`src/rtl/branch_predict_ctrl_pkg.sv`:
```
// Shared types for the branch-prediction controller: counter encodings,
// controller states and the in-flight prediction record.
package branch_predict_ctrl_pkg;

    localparam int unsigned BP_IDX_W = 6;

    typedef enum logic [1:0] {
        SNT = 2'b00,
        WNT = 2'b01,
        WT  = 2'b10,
        ST  = 2'b11
    } bp_ctr_e;

    typedef enum logic [1:0] {
        INIT,
        RUN,
        FLUSH
    } bp_state_e;

    typedef struct packed {
        logic [BP_IDX_W-1:0] idx;
        logic                pred;
    } bp_inflight_t;

    function automatic logic [1:0] ctr_next(input logic [1:0] ctr, input logic taken);
        if (taken) begin
            return (ctr == ST) ? ST : ctr + 2'd1;
        end
        return (ctr == SNT) ? SNT : ctr - 2'd1;
    endfunction

endpackage

```
`src/rtl/branch_predict_ctrl_counter_table.sv`:
```
// 2-bit saturating counter table: async read, one training write port and
// an initialisation write port that takes priority.
module bp_counter_table
    import branch_predict_ctrl_pkg::*;
#(
    parameter int unsigned IDX_W = BP_IDX_W
) (
    input  logic             clk,
    input  logic [IDX_W-1:0] i_rd_idx,
    output logic [1:0]       o_rd_ctr,
    input  logic             i_upd_en,
    input  logic [IDX_W-1:0] i_upd_idx,
    input  logic             i_upd_taken,
    input  logic             i_init_en,
    input  logic [IDX_W-1:0] i_init_idx
);

    localparam int unsigned ENTRIES = 1 << IDX_W;

    logic [1:0] r_ctr [ENTRIES];

    // No bypass: a lookup racing a write to the same entry sees the old value.
    assign o_rd_ctr = r_ctr[i_rd_idx];

    always_ff @(posedge clk) begin
        if (i_init_en) begin
            r_ctr[i_init_idx] <= WNT;
        end else if (i_upd_en) begin
            r_ctr[i_upd_idx] <= ctr_next(r_ctr[i_upd_idx], i_upd_taken);
        end
    end

endmodule

```
`src/rtl/branch_predict_ctrl.sv`:
```
// Branch-prediction controller: table init sequencing, in-flight prediction
// FIFO, resolve/train handling, mispredict flush and statistics.
module branch_predict_ctrl
    import branch_predict_ctrl_pkg::*;
#(
    parameter int unsigned IDX_W = BP_IDX_W,
    parameter int unsigned DEPTH = 4
) (
    input  logic             clk,
    input  logic             rst,
    input  logic             lkp_valid,
    input  logic [IDX_W-1:0] lkp_idx,
    output logic             lkp_ready,
    output logic             lkp_predict,
    input  logic             res_valid,
    input  logic             res_taken,
    output logic             flush,
    output logic             redirect_taken,
    output logic             res_err,
    output logic [15:0]      mispredict_cnt
);

    localparam int unsigned PTR_W = $clog2(DEPTH);
    localparam logic [PTR_W:0] FULL_CNT = (PTR_W+1)'(DEPTH);

    typedef struct packed {
        logic [IDX_W-1:0] idx;
        logic             pred;
    } inflight_t;

    bp_state_e        r_state;
    logic [IDX_W-1:0] r_init_idx;
    inflight_t        r_fifo [DEPTH];
    logic [PTR_W-1:0] r_wr_ptr;
    logic [PTR_W-1:0] r_rd_ptr;
    logic [PTR_W:0]   r_count;
    logic             r_flush;
    logic             r_redirect;
    logic             r_res_err;
    logic [15:0]      r_mcnt;

    logic [1:0]       w_rd_ctr;
    inflight_t        w_head;
    inflight_t        w_new;
    logic             w_run;
    logic             w_full;
    logic             w_push;
    logic             w_pop;
    logic             w_mispred;
    logic             w_empty_res;

    bp_counter_table #(
        .IDX_W(IDX_W)
    ) u_table (
        .clk        (clk),
        .i_rd_idx   (lkp_idx),
        .o_rd_ctr   (w_rd_ctr),
        .i_upd_en   (w_pop),
        .i_upd_idx  (w_head.idx),
        .i_upd_taken(res_taken),
        .i_init_en  (r_state == INIT),
        .i_init_idx (r_init_idx)
    );

    assign w_run       = (r_state == RUN);
    assign w_full      = (r_count == FULL_CNT);
    assign lkp_ready   = w_run && !w_full;
    assign lkp_predict = w_rd_ctr[1];
    assign w_push      = lkp_valid && lkp_ready;
    assign w_head      = r_fifo[r_rd_ptr];
    assign w_pop       = w_run && res_valid && (r_count != '0);
    assign w_empty_res = w_run && res_valid && (r_count == '0);
    assign w_mispred   = w_pop && (w_head.pred != res_taken);
    assign w_new       = '{idx: lkp_idx, pred: lkp_predict};

    assign flush          = r_flush;
    assign redirect_taken = r_redirect;
    assign res_err        = r_res_err;
    assign mispredict_cnt = r_mcnt;

    // Storage needs no reset; occupancy is tracked by r_count.
    always_ff @(posedge clk) begin
        if (w_push && !w_mispred) begin
            r_fifo[r_wr_ptr] <= w_new;
        end
    end

    always_ff @(posedge clk or posedge rst) begin
        if (rst) begin
            r_state    <= INIT;
            r_init_idx <= '0;
            r_wr_ptr   <= '0;
            r_rd_ptr   <= '0;
            r_count    <= '0;
            r_flush    <= 1'b0;
            r_redirect <= 1'b0;
            r_res_err  <= 1'b0;
            r_mcnt     <= '0;
        end else begin
            r_flush   <= w_mispred;
            r_res_err <= w_empty_res;
            case (r_state)
                INIT: begin
                    r_init_idx <= r_init_idx + 1'b1;
                    if (r_init_idx == '1) begin
                        r_state <= RUN;
                    end
                end
                RUN: begin
                    if (w_mispred) begin
                        // A push in the mispredicting cycle is dropped with the rest.
                        r_state    <= FLUSH;
                        r_redirect <= res_taken;
                        if (r_mcnt != '1) begin
                            r_mcnt <= r_mcnt + 1'b1;
                        end
                        r_wr_ptr <= '0;
                        r_rd_ptr <= '0;
                        r_count  <= '0;
                    end else begin
                        if (w_push) begin
                            r_wr_ptr <= r_wr_ptr + 1'b1;
                        end
                        if (w_pop) begin
                            r_rd_ptr <= r_rd_ptr + 1'b1;
                        end
                        case ({w_push, w_pop})
                            2'b10:   r_count <= r_count + 1'b1;
                            2'b01:   r_count <= r_count - 1'b1;
                            default: r_count <= r_count;
                        endcase
                    end
                end
                FLUSH: begin
                    r_state <= RUN;
                end
                default: begin
                    r_state <= INIT;
                end
            endcase
        end
    end

endmodule
```
`config.mk`:
```
export PLATFORM = sky130hd
export DESIGN_NAME = branch_predict_ctrl
export DESIGN_NICKNAME = d
export VERILOG_FILES = /design/src/rtl/branch_predict_ctrl_pkg.sv /design/src/rtl/branch_predict_ctrl_counter_table.sv /design/src/rtl/branch_predict_ctrl.sv
export SDC_FILE = /design/constraint.sdc
export NUM_CORES = 1
export LEC_CHECK = 0
export ABC_AREA = 1
export BUFFER_PORTS_ARGS = -buffer_cell sky130_fd_sc_hd__buf_2
export CAP_MARGIN = 20
export CORE_UTILIZATION = 29
export DETAILED_ROUTE_END_ITERATION = 10
export PLACE_DENSITY = 0.41
export SKIP_CTS_REPAIR_TIMING = 1
export SLEW_MARGIN = 20
export SYNTH_ARGS = -nofsm -noshare
export SYNTH_HDL_FRONTEND = slang
export SYNTH_SLANG_ARGS = --single-unit
```
`constraint.sdc`:
```
create_clock -name clk -period 4.45 [get_ports clk]
set_input_delay 0.89 -clock clk [delete_from_list [all_inputs] [get_ports clk]]
set_output_delay 0.89 -clock clk [all_outputs]
set_load 0.02 [all_outputs]
```
==> results_dict.tcl, run 1 <==
set metrics [dict create \
    place_ws_ns 0.765 \
    grt_max_degree 65 \
    fin_ws_ns 0.773 \
    worstSetupEndpointType "output port" \
    h-tree-depth 4 \
    grt_use_total_pct 17.9 \
    synth_top_area_cell "edfxtp_1" \
    syn_nets 918 \
    clk_latency_ns 0.45 \
    coreArea_um2 30700 \
    numPortBuffers 31 \
    grt_first_pass_wirelength_um 41500 \
    hpwl_um 17100 \
    die_h_um 179 \
    power_density_nw_per_um2 727 \
    failed_checks "DRC" \
    vias 6654 \
    finClkSkew_ns 0.0160 \
    vdd_drop_max_uv 318 \
    first_pass_iters 8 \
    synth_top_area_share_pct 51.5 \
    cellLeakagePower_nw 3.86 \
    cp_max_fo 20 \
    postRouteAntennaNets 0 \
    rsz0062_at_grt "false" \
    synthCells 900 \
    hold_viol_final 0 \
    ys_warn_count 0 \
    post-route-min-period_ns 3.68 \
    start_util_pct 29.6 \
    synth_async_sr_flop_share_pct 17.9 \
    viasPerCell 4.97 \
    fin_setup_tns_ns 0 \
    overflow 0 \
    clock_sinks 190 \
    status "finished with violations" \
    routed_wirelength_um 26700 \
    drtIter0Drc 538 \
    synth_edf_count 156 \
    fp.dieArea_um2 32100 \
    crit_type "in2out" \
    cts.clk_slew.worst_paths_ns 0.07 \
    hold_path.class "reg2reg" \
    diodes 0 \
    synth.distinct_cells 40 \
    max_cap_violations 0 \
    root_buffer "clkbuf_16" \
    ys_seq_elements 190 \
    grt_pass1_vias 6635 \
    synth.avg_cell_area_um2 10.1 \
    arrival_ns 2.79 \
    tightest_slew_ns 0.797 \
    ys_top_cells_by_count "nand2_1 (177), nand3_1 (169), edfxtp_1 (156), nor2_1 (117), o21ai_0 (44)" \
    yosysMostFrequentCell "nand2_1" \
    fin_hold_ws_ns 0.500 \
    period_share_pct 82.6 \
    ctsLongestPathBuffers 2 \
    final_area_um2 10300 \
    relSlewSlack_pct 46.7 \
    grt_antenna_before_repair 0 \
    nNetsFinal 949 \
    synth-seq-area-share_pct 60.9 \
    place_area_um2 9690 \
    synth_area_leaders "edfxtp_1 (52%), dfrtp_1 (9.4%), nand3_1 (9.3%)" \
    cts_buffers 17 \
    drive_above_1_share_pct 13.5 \
    cts_tree "built" \
    fin_util_pct 33.4 \
    maxClockFrequency_mhz 272 \
    ys.flop_type "edfxtp_1" \
    drv_slew 0 \
    wl_per_cell_um 20.0 \
    area_growth_pct 12.9 \
    netlist_area_um2 9090 \
    rows 64 \
    setup_viol 0 \
    crit_path_start_kind "input port" \
    drcViolationCount 4 \
    die_w_um 179 \
    place.gp.congestion 0.802 \
    cp.required_ns 3.56 \
    io_pins 32 \
]
critical path, stage by stage:
cell,delay [ns]
buf_2,0.11
inv_1,0.46
buf_4,0.25
o21ai_0,0.08
o22ai_1,0.15
o21ai_0,0.10
o22ai_1,0.20
o211ai_1,0.11
nand2_1,0.21
buf_2,0.21
worst paths after layout:
path                                                 from  cells after the start                              to  slack [ns]
hold / removal             mispredict_cnt[14]$_DFFE_PP0P_                      1  mispredict_cnt[14]$_DFFE_PP0P_        0.50
hold reg to reg            mispredict_cnt[14]$_DFFE_PP0P_                      1  mispredict_cnt[14]$_DFFE_PP0P_        0.50
setup / recovery                               lkp_idx[0]                     10                     lkp_predict        0.77
min in group asynchronous                             rst                      3         r_wr_ptr[0]$_DFFE_PP0P_        0.53
max in group asynchronous                             rst                      3  mispredict_cnt[10]$_DFFE_PP0P_        3.60
setup reg to reg                  r_rd_ptr[0]$_DFFE_PP0P_                     14  u_table.r_ctr[39][0]$_DFFE_PP_        1.18
cell type report:
cell class	instances	area, um2
clock inverters	14	159
multi-input cells	621	3160
clock buffers	17	425
fillers	3158	20500
inverters	53	201
flip-flops and latches	190	5540
well taps	396	495
repair buffers	48	295
per-stage QoR:
step,std cells,power (mW)
4_1_cts,1339,7.56
5_1_grt,1339,7.98
3_5_place_dp,1308,5.98
2_1_floorplan,900,4.83
6_report,1339,7.47
3_3_place_gp,1308,5.99
placed cells by master, fill, tap and decap left out, types with 2 or more instances in the layout:
cell / instances
o211ai_1: 2
nand4_1: 3
bufinv_16: 2
nor2_1: 116
inv_6: 5
nor3_1: 11
nor2_4: 3
o22ai_1: 19
o221ai_1: 2
edfxtp_1: 156
o21ai_0: 44
ha_1: 6
o21ai_2: 2
buf_2: 31
o21ai_4: 2
a21oi_1: 4
inv_1: 43
nand2_2: 4
inv_8: 2
clkinvlp_4: 2
nand2_1: 177
dfrtp_1: 34
xor2_1: 16
nand4_2: 4
buf_4: 16
a31oi_1: 2
nand3_2: 12
nor2_2: 3
a32oi_2: 3
clkbuf_16: 17
nand3_1: 168
nor4_2: 2
o21ai_1: 2
xnor2_1: 8
inv_2: 9
per-layer routing:
metal | global-route usage, % | vias up | routed length (um)
met5 | 0 | - | 0
met4 | 4.87 | 0 | 312
met3 | 3.35 | 19 | 1220
met2 | 28.8 | 157 | 12700
met1 | 24.4 | 3280 | 12500
li1 | - | 3198 | -
state kept, by name (all words and copies together), names as in the netlist:
| name | flops |
|---|---|
| flush | 1 |
| r_rd_ptr | 2 |
| r_wr_ptr | 2 |
| r_state | 2 |
| r_init_idx | 6 |
| mispredict_cnt | 16 |
| r_fifo | 28 |
| r_count | 3 |
| res_err | 1 |
| u_table.r_ctr | 128 |
| redirect_taken | 1 |
report_power, final:
part | switching [mW] | internal [mW]
clock network | 0.739 | 0.840
logic | 2.52 | 0.873
registers | 0.139 | 2.35
total | 3.40 | 4.06
cells by family after synthesis:
kind of cell | synth area share (%)
AO/OA/AOI/OAI | 5.74
XOR/XNOR | 2.31
adder cells (fa/ha/maj) | 1.05
buffers and inverters | 4.54
flip-flops | 60.9
AND/OR/NAND/NOR | 25.5
Note: power is estimated with default switching activity, not from simulation.
==> inputs of run 2 (changes only) <==
- clock period: 4.45 -> 3.5 ns (I/O delays scaled with it)
==> run 2 against run 1 <==
- power grew 30%
- first-iteration DRC count grew 6.9%
- via count increased by 1.5%
- die area did not move
- clock skew decreased by 0.0016 ns
- setup slack lost 0.50 ns
- cell count increased by 0.67%
- combinational power rose by 33%
- non-clock buffer count grew 8
- final area rose by 1.1%
- the run still ends with DRC left
- sequential cell count is the same
- register-to-register slack got worse by 0.61 ns
- largest power group unchanged
==> results_dict.tcl, run 2 (same netlist as run 1, synthesis figures left out) <==
set metrics [dict create \
    place.gp.congestion 0.779 \
    crit_chain "buf_2 -> inv_1 -> o21ai_0 -> o22ai_1 -> nor2_1 -> o32ai_1 -> o211ai_1 -> nand2_1 -> buf_2" \
    place_ws_ns 0.282 \
    critPathMaxStageDelay_ns 0.40 \
    hold_path.class "in2async" \
    grt_pass1_vias 6722 \
    first_pass_iters 8 \
    drcViolationCount 2 \
    hold_viol_final 0 \
    failed_checks "DRC" \
    top_register "u_table.r_ctr" \
    setup_viol 0 \
    maxClockFrequency_mhz 310 \
    cts_buffers 17 \
    status "finished with violations" \
    drive_above_1_share_pct 14.3 \
    max_cap_violations 0 \
    grt_max_degree 65 \
    layout_common_cells "nand2_1 (177), nand3_1 (168), edfxtp_1 (156)" \
    overflow 0 \
    ctsLongestPathBuffers 2 \
    post-route-min-period_ns 3.23 \
    vdd_drop_max_uv 415 \
    h-tree-depth 4 \
    clk_latency_ns 0.44 \
    hpwl_um 17300 \
    area_growth_pct 14.1 \
    tightest_slew_ns 0.732 \
    fin_setup_tns_ns 0 \
    wl_per_cell_um 20.1 \
    nNetsFinal 957 \
    clock_sinks 190 \
    rows 64 \
    period_share_pct 92.2 \
    fin_ws_ns 0.272 \
    routed_wirelength_um 27100 \
    io_pins 32 \
    grt_use_total_pct 18.0 \
    root_buffer "clkbuf_16" \
    die_h_um 179 \
    cp_max_fo 16 \
    postRouteAntennaNets 0 \
    relSlewSlack_pct 51.2 \
    rsz0062_at_grt "false" \
    coreArea_um2 30700 \
    viasPerCell 5.01 \
    cts_tree "built" \
    grt_first_pass_wirelength_um 42000 \
    cts.clk_slew.worst_paths_ns 0.07 \
    drtIter0Drc 575 \
    largest_reg_flops 128 \
    crit_type "in2out" \
    power_density_nw_per_um2 932 \
    finClkSkew_ns 0.0144 \
    worstSetupEndpointType "output port" \
    numPortBuffers 31 \
    diodes 0 \
    cellLeakagePower_nw 3.93 \
    final_common_cell "nand2_1" \
    regToRegStartpoint "r_rd_ptr[0]$_DFFE_PP0P_" \
    start_util_pct 29.6 \
    cp.required_ns 2.80 \
    crit_path_start_kind "input port" \
    grt_antenna_before_repair 0 \
    fp.dieArea_um2 32100 \
    vias 6756 \
    arrival_ns 2.53 \
    crit_slowest_cell "inv_1" \
    drv_slew 0 \
    die_w_um 179 \
    path_common_cell "buf_2" \
    setup.worst_path.start "lkp_idx[1]" \
]
## run 2: cell types whose count changed in the layout (fill, tap and decap cells not counted), moves of 2 or more
cell and delta:
buf_12 +4, buf_4 +4, clkinv_2 +3, inv_6 +3, clkinvlp_4 -2, inv_8 -2
## run 2: area by class of cell
cell class	instances	area, um2
fillers	3217	20400
inverters	53	201
clock buffers	18	429
multi-input cells	621	3160
clock inverters	14	154
well taps	396	495
flip-flops and latches	190	5540
repair buffers	56	405
## run 2: layer usage
| metal | wire, um | global-route usage [%] |
|---|---|---|
| met5 | 0 | 0 |
| met4 | 578 | 6.02 |
| met3 | 1110 | 2.95 |
| met2 | 12700 | 28.9 |
| met1 | 12700 | 24.5 |
## run 2: worst paths after layout
check / end / slack, ns / depth (start not counted)
setup / recovery: lkp_predict / 0.27 / 9
hold / removal: mispredict_cnt[13]$_DFFE_PP0P_ / 0.37 / 2
setup reg to reg: u_table.r_ctr[25][1]$_DFFE_PP_ / 0.57 / 15
hold reg to reg: mispredict_cnt[3]$_DFFE_PP0P_ / 0.49 / 1
max in group asynchronous: r_rd_ptr[1]$_DFFE_PP0P_ / 2.40 / 3
min in group clk: mispredict_cnt[3]$_DFFE_PP0P_ / 0.49 / 1
## run 2: worst max-delay path, delay by kind of cell
family / cells / cell delay, ns
AND/OR/NAND/NOR: 2 / 0.29
buffers and inverters: 3 / 0.76
AO/OA/AOI/OAI: 4 / 0.78
## run 2: report_power, final
part | leakage (nW) | internal [mW] | total (mW) | switching, mW
registers | 1.83 | 2.99 | 3.15 | 0.168
logic | 1.81 | 1.24 | 4.53 | 3.28
clock network | 0.291 | 1.07 | 1.99 | 0.922
total | 3.93 | 5.30 | 9.67 | 4.37
## run 2: per-stage QoR
stage / cells / area, um2 / hold WS (ns) / utilization (%) / power, mW
finish: 1348 / 10400 / 0.372 / 33.8 / 9.67
global route: 1348 / 10400 / 0.434 / 33.8 / 10.3
CTS: 1348 / 10400 / 0.389 / 33.8 / 9.78
detailed placement: 1316 / 9800 / 0.480 / 31.9 / 7.77
global placement: 1316 / 9800 / 0.477 / 31.9 / 7.80
floorplan: 900 / 9100 / 0.464 / - / 6.14
